$ cat src/rtl/alu_operand_stage.sv
// ID/EX stage feeding the ALU: resolves EX/WB forwarding, builds op2 from rt or the
// extended immediate, detects load-use hazards and registers the ALU operands.
module alu_operand_stage #(
    parameter int W  = 32,
    parameter int RA = 5
) (
    input  logic          clk,
    input  logic          rst,
    input  logic          in_valid,
    input  logic [RA-1:0] rs_addr,
    input  logic [RA-1:0] rt_addr,
    input  logic [W-1:0]  rs_data,
    input  logic [W-1:0]  rt_data,
    input  logic [15:0]   imm16,
    input  logic          imm_sel,
    input  logic          sign_ext,
    input  logic [4:0]    shamt_in,
    input  logic [4:0]    aluop_in,
    input  logic [RA-1:0] rd_addr_in,
    input  logic          regwrite_in,
    input  logic          is_load_in,
    input  logic          flush,
    input  logic          ex_we,
    input  logic          ex_load,
    input  logic [RA-1:0] ex_addr,
    input  logic [W-1:0]  ex_result,
    input  logic          wb_we,
    input  logic [RA-1:0] wb_addr,
    input  logic [W-1:0]  wb_data,
    output logic [W-1:0]  op1,
    output logic [W-1:0]  op2,
    output logic [4:0]    smt,
    output logic [4:0]    aluop,
    output logic [RA-1:0] rd_addr,
    output logic          regwrite,
    output logic          is_load,
    output logic          out_valid,
    output logic          stall_req
);

    logic [W-1:0] fwd_rs;
    logic [W-1:0] fwd_rt;
    logic [W-1:0] imm_ext;
    logic         bubble;

    // A load still in EX has no data yet, so it is never a forwarding source;
    // that case is covered by the stall instead.
    always_comb begin
        // NOTE: every always_comb output gets a default first so no latch is inferred.
        fwd_rs = rs_data;
        if (rs_addr == '0)
            fwd_rs = '0;
        else if (ex_we && !ex_load && (ex_addr == rs_addr))
            fwd_rs = ex_result;
        else if (wb_we && (wb_addr == rs_addr))
            fwd_rs = wb_data;

        fwd_rt = rt_data;
        if (rt_addr == '0)
            fwd_rt = '0;
        else if (ex_we && !ex_load && (ex_addr == rt_addr))
            fwd_rt = ex_result;
        else if (wb_we && (wb_addr == rt_addr))
            fwd_rt = wb_data;
    end

    assign imm_ext = sign_ext ? {{(W-16){imm16[15]}}, imm16} : {{(W-16){1'b0}}, imm16};

    // rt only matters for the hazard when it is actually read as op2.
    assign stall_req = in_valid & ex_load & ex_we & (ex_addr != '0) &
                       ((ex_addr == rs_addr) | ((ex_addr == rt_addr) & ~imm_sel));

    // Reset, flush, stall and idle all leave the same all-zero bubble behind.
    assign bubble = rst | flush | stall_req | ~in_valid;

    always_ff @(posedge clk) begin
        // NOTE: sequential state uses non-blocking assignments only.
        if (bubble) begin
            op1       <= '0;
            op2       <= '0;
            smt       <= '0;
            aluop     <= '0;
            rd_addr   <= '0;
            regwrite  <= 1'b0;
            is_load   <= 1'b0;
            out_valid <= 1'b0;
        end else begin
            op1       <= fwd_rs;
            op2       <= imm_sel ? imm_ext : fwd_rt;
            smt       <= shamt_in;
            aluop     <= aluop_in;
            rd_addr   <= rd_addr_in;
            regwrite  <= regwrite_in;
            is_load   <= is_load_in;
            out_valid <= 1'b1;
        end
    end

endmodule

$ cat config.mk
export PLATFORM = sky130hd
export DESIGN_NAME = alu_operand_stage
export DESIGN_NICKNAME = d
export VERILOG_FILES = /design/src/rtl/alu_operand_stage.sv
export SDC_FILE = /design/constraint.sdc
export NUM_CORES = 1
export LEC_CHECK = 0
export BUFFER_PORTS_ARGS = -buffer_cell sky130_fd_sc_hd__buf_2
export CORE_MARGIN = 4
export CORE_UTILIZATION = 38
export CTS_BUF_LIST = sky130_fd_sc_hd__clkbuf_8
export DETAILED_ROUTE_END_ITERATION = 12
export GPL_TIMING_DRIVEN = 0
export PLACE_DENSITY = 0.78
export SLEW_MARGIN = 20
export SYNTH_ARGS = -nofsm -noshare
export SYNTH_HDL_FRONTEND = slang
export SYNTH_SLANG_ARGS = --single-unit
$ cat constraint.sdc
create_clock -name clk -period 1.9 [get_ports clk]
set_input_delay 0.285 -clock clk [delete_from_list [all_inputs] [get_ports clk]]
set_output_delay 0.285 -clock clk [all_outputs]
set_load 0.1 [all_outputs]
Yosys cells after proc, flatten, opt, wreduce, memory -nomap -nowiden
Index checks and enable logic that the tools add are counted.
{"block": "classes", "n_eq_ne": 4, "n_mux": 8, "bitwise_logic": 11, "reduce_logical": 10}
{"operator": "32-bit 2-to-1 mux", "count": 7}
{"operator": "5-bit == test", "count": 4}
{"operator": "5-bit zero test", "count": 2}
{"operator": "1-bit bitwise AND", "count": 5}
{"operator": "1-bit logical AND", "count": 5}
{"operator": "5-bit nonzero test", "count": 1}
{"operator": "1-bit OR", "count": 4}
{"operator": "1-bit inverter", "count": 2}
{"operator": "2-bit OR reduction", "count": 1}
{"operator": "1-bit zero test", "count": 1}
{"operator": "1-bit 2-to-1 mux", "count": 1}
{"block": "word_totals", "register_bits": 82, "output_inout_bits": 83}

Logic depth before layout (Yosys ltp)
{"block": "depth", "word_depth": 7, "depth_mapped": 8}

Worst setup path before layout
Ideal clock, no wire load.
{"block": "synth_timing", "path_type": "in2out", "start": "in ex_addr[0]", "end": "out stall_req", "arrival_ns": 1.977, "required_time_ns": 1.615, "slack_ns": -0.362, "stages": 7, "n_path_buf": 2, "path_cell_list": "nor2b_1 -> a2111o_1 -> nor3_1 -> o21ai_0 -> clkbuf_1 -> clkbuf_1 -> inv_1"}
{"block": "synth_between", "elab_chain_cells": 4, "word_cells_on_any_way": 7, "classes_between": "2 x eq/ne; 4 x bitwise; 1 x reduce/logical"}
{"element": "from (decl)", "line": "25", "source": "input logic [RA-1:0] ex_addr,"}
{"element": "5-bit == test", "line": "71", "source": "((ex_addr == rs_addr) | ((ex_addr == rt_addr) & ~imm_sel));"}
{"element": "1-bit bitwise AND", "line": "71"}
{"element": "1-bit OR", "line": "71"}
{"element": "1-bit bitwise AND (*)", "line": "70", "source": "assign stall_req = in_valid & ex_load & ex_we & (ex_addr != '0) &"}
{"element": "to (decl)", "line": "38", "source": "output logic stall_req"}
Every way passes the cells marked *; elsewhere a longest branch is shown, timed or not.

Final worst setup path
{"block": "layout_timing", "start": "in rt_addr[2]", "end": "reg op2[15]"}
{"block": "layout_between", "elab_chain_cells": 6, "word_cells_on_any_way": 14, "classes_between": "2 x eq/ne; 4 x mux; 5 x bitwise; 3 x reduce/logical"}
{"element": "from (decl)", "line": "11", "source": "input logic [RA-1:0] rt_addr,"}
{"element": "5-bit == test (on tied branches)", "line": "61, 71, 63"}
{"element": "1-bit bitwise AND / 1-bit logical AND (equally long branches)", "line": "71, 63"}
{"element": "1-bit OR / 32-bit 2-to-1 mux (equally long branches)", "line": "71, 63"}
{"element": "1-bit bitwise AND / 32-bit 2-to-1 mux (equally long branches)", "line": "70, 61"}
{"element": "1-bit OR / 32-bit 2-to-1 mux (equally long branches)", "line": "74, 59"}
{"element": "1-bit OR / 32-bit 2-to-1 mux (equally long branches)", "line": "74, 89"}
{"element": "to (signal assigned)", "line": "89", "source": "op2 <= imm_sel ? imm_ext : fwd_rt;"}
{"element": "to (decl)", "line": "31", "source": "output logic [W-1:0] op2,"}
Several ways; a longest one is shown, not always the timed one.
A chain may end at the register's enable or synchronous reset.

==> results.md <==
* Post-synth ARST share at 0%
* Max-slew headroom at between 50% and 60%
* Total CTS buffers at 9
* DR vias/cell at around 5.2
* Ant diodes at 0
* #FFs+latches synth at 82
* Area contributors post-synth: dfxtp_1, mux2i_1, nand2_1, a31o_1, a211oi_1
* Peak Freq at a little under 500 MHz
* Gpl congestion at 0.8833
* Seq/Total Area, Yosys at between 40 and 50%
* Clock buffer depth at 2
* Count of cell types in the netlist at 31
* Row count at 36
* Syn nets at 649
* PwrDens at around 680 nW/µm²
* Hold Vio Cnt, Final at 0
* Outcome: finished, violations left
* Top post-synthesis cells by count: dfxtp_1, nand2_1, nor2_1, a211oi_1, mux2i_1
* Slew @ Worst Pin at 0.6003 ns
* Clock Power Share at 29.4%
* Total grt overflow at 0
* TNS Setup at -3.172 ns
* Maximum VDD drop at 0.2768 mV
* Yosys warnings at 0
* Synth top area share at 42.27%
* CP Max Fanout at 10
* Logic pwr share at 24.8%
* NetSw at 1.310 mW
* Layout cells sized above 1 at roughly 44%
* Final setup violation count at 33
* Pre-CTS setup slack at -0.6079 ns
* Routed via count at around 4.6k
* # IOs at 273
* H-tree depth at 3
* Final Slew Violations at 0
* Syn Inst Count at ~460
* Largest net degree at the start of global routing at 14
* Hold slack final at between 0.15 and 0.2 ns
* CTS tree: yes
* Die Y-Extent at 109.1 µm
* TritonRoute pass-1 iters at 5
* First-pass GRT wire length at about 23000 µm
* Failing checks: negative setup slack
* Int Pwr at 2.574 mW
* Crit path arrival time at 2.29 ns
* Die area at 11900 µm²
* Startpoint Class: input port
* Final #Nets at 937
* Worst hold path class: input port to flop
* Routed WL per cell at 17.53 µm
* Post-synth EDFFs at 0
* Core Box Area at 9864 µm²
* Final period util at 108.0%
* Post-CTS Hold Buffers at 0
* Total wire length at 15510 µm
* Syn-to-layout area delta at 47.97%
* Syn Area/Cell at 8.461 µm²
* Setup ws final at -0.1528 ns
* Ys flop type: dfxtp_1
* Critical path type: input port to flop
* Root Buffer: clkbuf_8
* Num Clock Sinks at 82
* Drt first-iter violations at 254
* WP data required at around 2.1 ns
* Clock-pin slew on the worst setup and hold paths at 0.08 ns
* Minimum clock period at ~2 ns
* Pleak at ~2.8 nW
* Starting density of the core at 39.37%
* Antenna violations before repair at 0
* Register share of total power at about 46%
* Post-DP HPWL at 11880 µm
* Vias in the first global route at 4700
* Post-synth top area cell: dfxtp_1
* CP endpoint kind: flop
* Routed Antenna Nets at 0
* Die X-Extent at 109.1 µm
* RSZ-0062 raised after global routing: yes
* DRC Markers at 0
* Final total power at 3.884 mW
* Total GRT Usage at between 20% and 30%
* Post-Syn Area at 3884 µm²
* Total of max-cap violations at 0
* IO buf count at 271
* Switching share of power at 33.72%
## sequential cells by signal, indices dropped and copies added, names as in the netlist
register	count
smt	5
rd_addr	5
is_load	1
regwrite	1
out_valid	1
op1	32
op2	32
aluop	5
## power groups by stage
stage          clock, mW  sequential [mW]  combinational, mW
6_report            1.14             1.78              0.965
5_1_grt             1.25             1.78               1.02
4_1_cts             1.17             1.78              0.950
3_5_place_dp           0             1.82              0.934
3_3_place_gp           0             1.82              0.920
2_1_floorplan          0             2.17              0.233
## through the flow
stage / std cells / area [µm²] / util (%)
finish: 885 / 5747 / 58.26
detailed placement: 863 / 5421 / 54.96
global route: 885 / 5747 / 58.26
global placement: 863 / 5421 / 54.96
CTS: 885 / 5694 / 57.72
floorplan: 459 / 3899 / -
## layout make-up
class	instances	area, µm²
multi-input cells	333	2064
fillers	895	4118
flip-flops and latches	82	1642
plain buffers	40	252.7
clock inverters	6	32.53
inverters	4	18.77
repair buffers	277	1433
well taps	133	166.4
clock buffers	10	137.6
## cell usage in the layout, fill, tap and decap left out, drive strengths merged
cell type  count
inv            3
a211oi        32
nor3b          1
dfxtp         82
o221ai         1
o21ai         33
clkbuf        36
nand3b         1
o211ai         1
mux2i         32
or4            1
and3          18
a21oi         34
a2111o         1
a31o          32
nor3           3
nand3          3
and2           2
buf          291
nand2         82
nor2b          1
or4b           1
clkinvlp       2
xor2          12
xnor2          6
nor2          33
nor4           3
clkinv         5
## metal layers
layer | wire length [µm] | vias to the layer above | GRT usage (%)
met3 | 1404 | 31 | 5.447
met1 | 5910 | 2168 | 27.91
met2 | 7870 | 246 | 45.31
met5 | 0 | - | 0
met4 | 326 | 0 | 9.648
li1 | - | 2194 | -
## critical path, stage by stage
cell and delay, ns:
buf_8 0.10, xor2_1 0.15, a2111o_1 0.42, buf_4 0.15
or4b_4 0.52, buf_8 0.17, buf_6 0.14, o21ai_1 0.13
a31o_1 0.14, a21oi_1 0.07
## final timing paths
check,cells past startpoint,to,slack [ns],startpoint
max,10,op2[15]$_SDFF_PP0_,-0.15,rt_addr[2]
min,2,aluop[3]$_SDFF_PP0_,0.16,aluop_in[3]
## cell families after synthesis
kind of cell / synth area share, %
compound gates: 23.04
buf+inv: 5.702
xor+xnor: 4.059
flops: 42.27
simple gates: 16.69
mux: 8.247
## timing repair
action                     in CTS  in global routing
resized for setup              21                 33
setup endpoints to repair      49                 69
pin swaps                       4                  2
buffers inserted                6                  0
No activity file was read; power rests on OpenSTA's default activity.
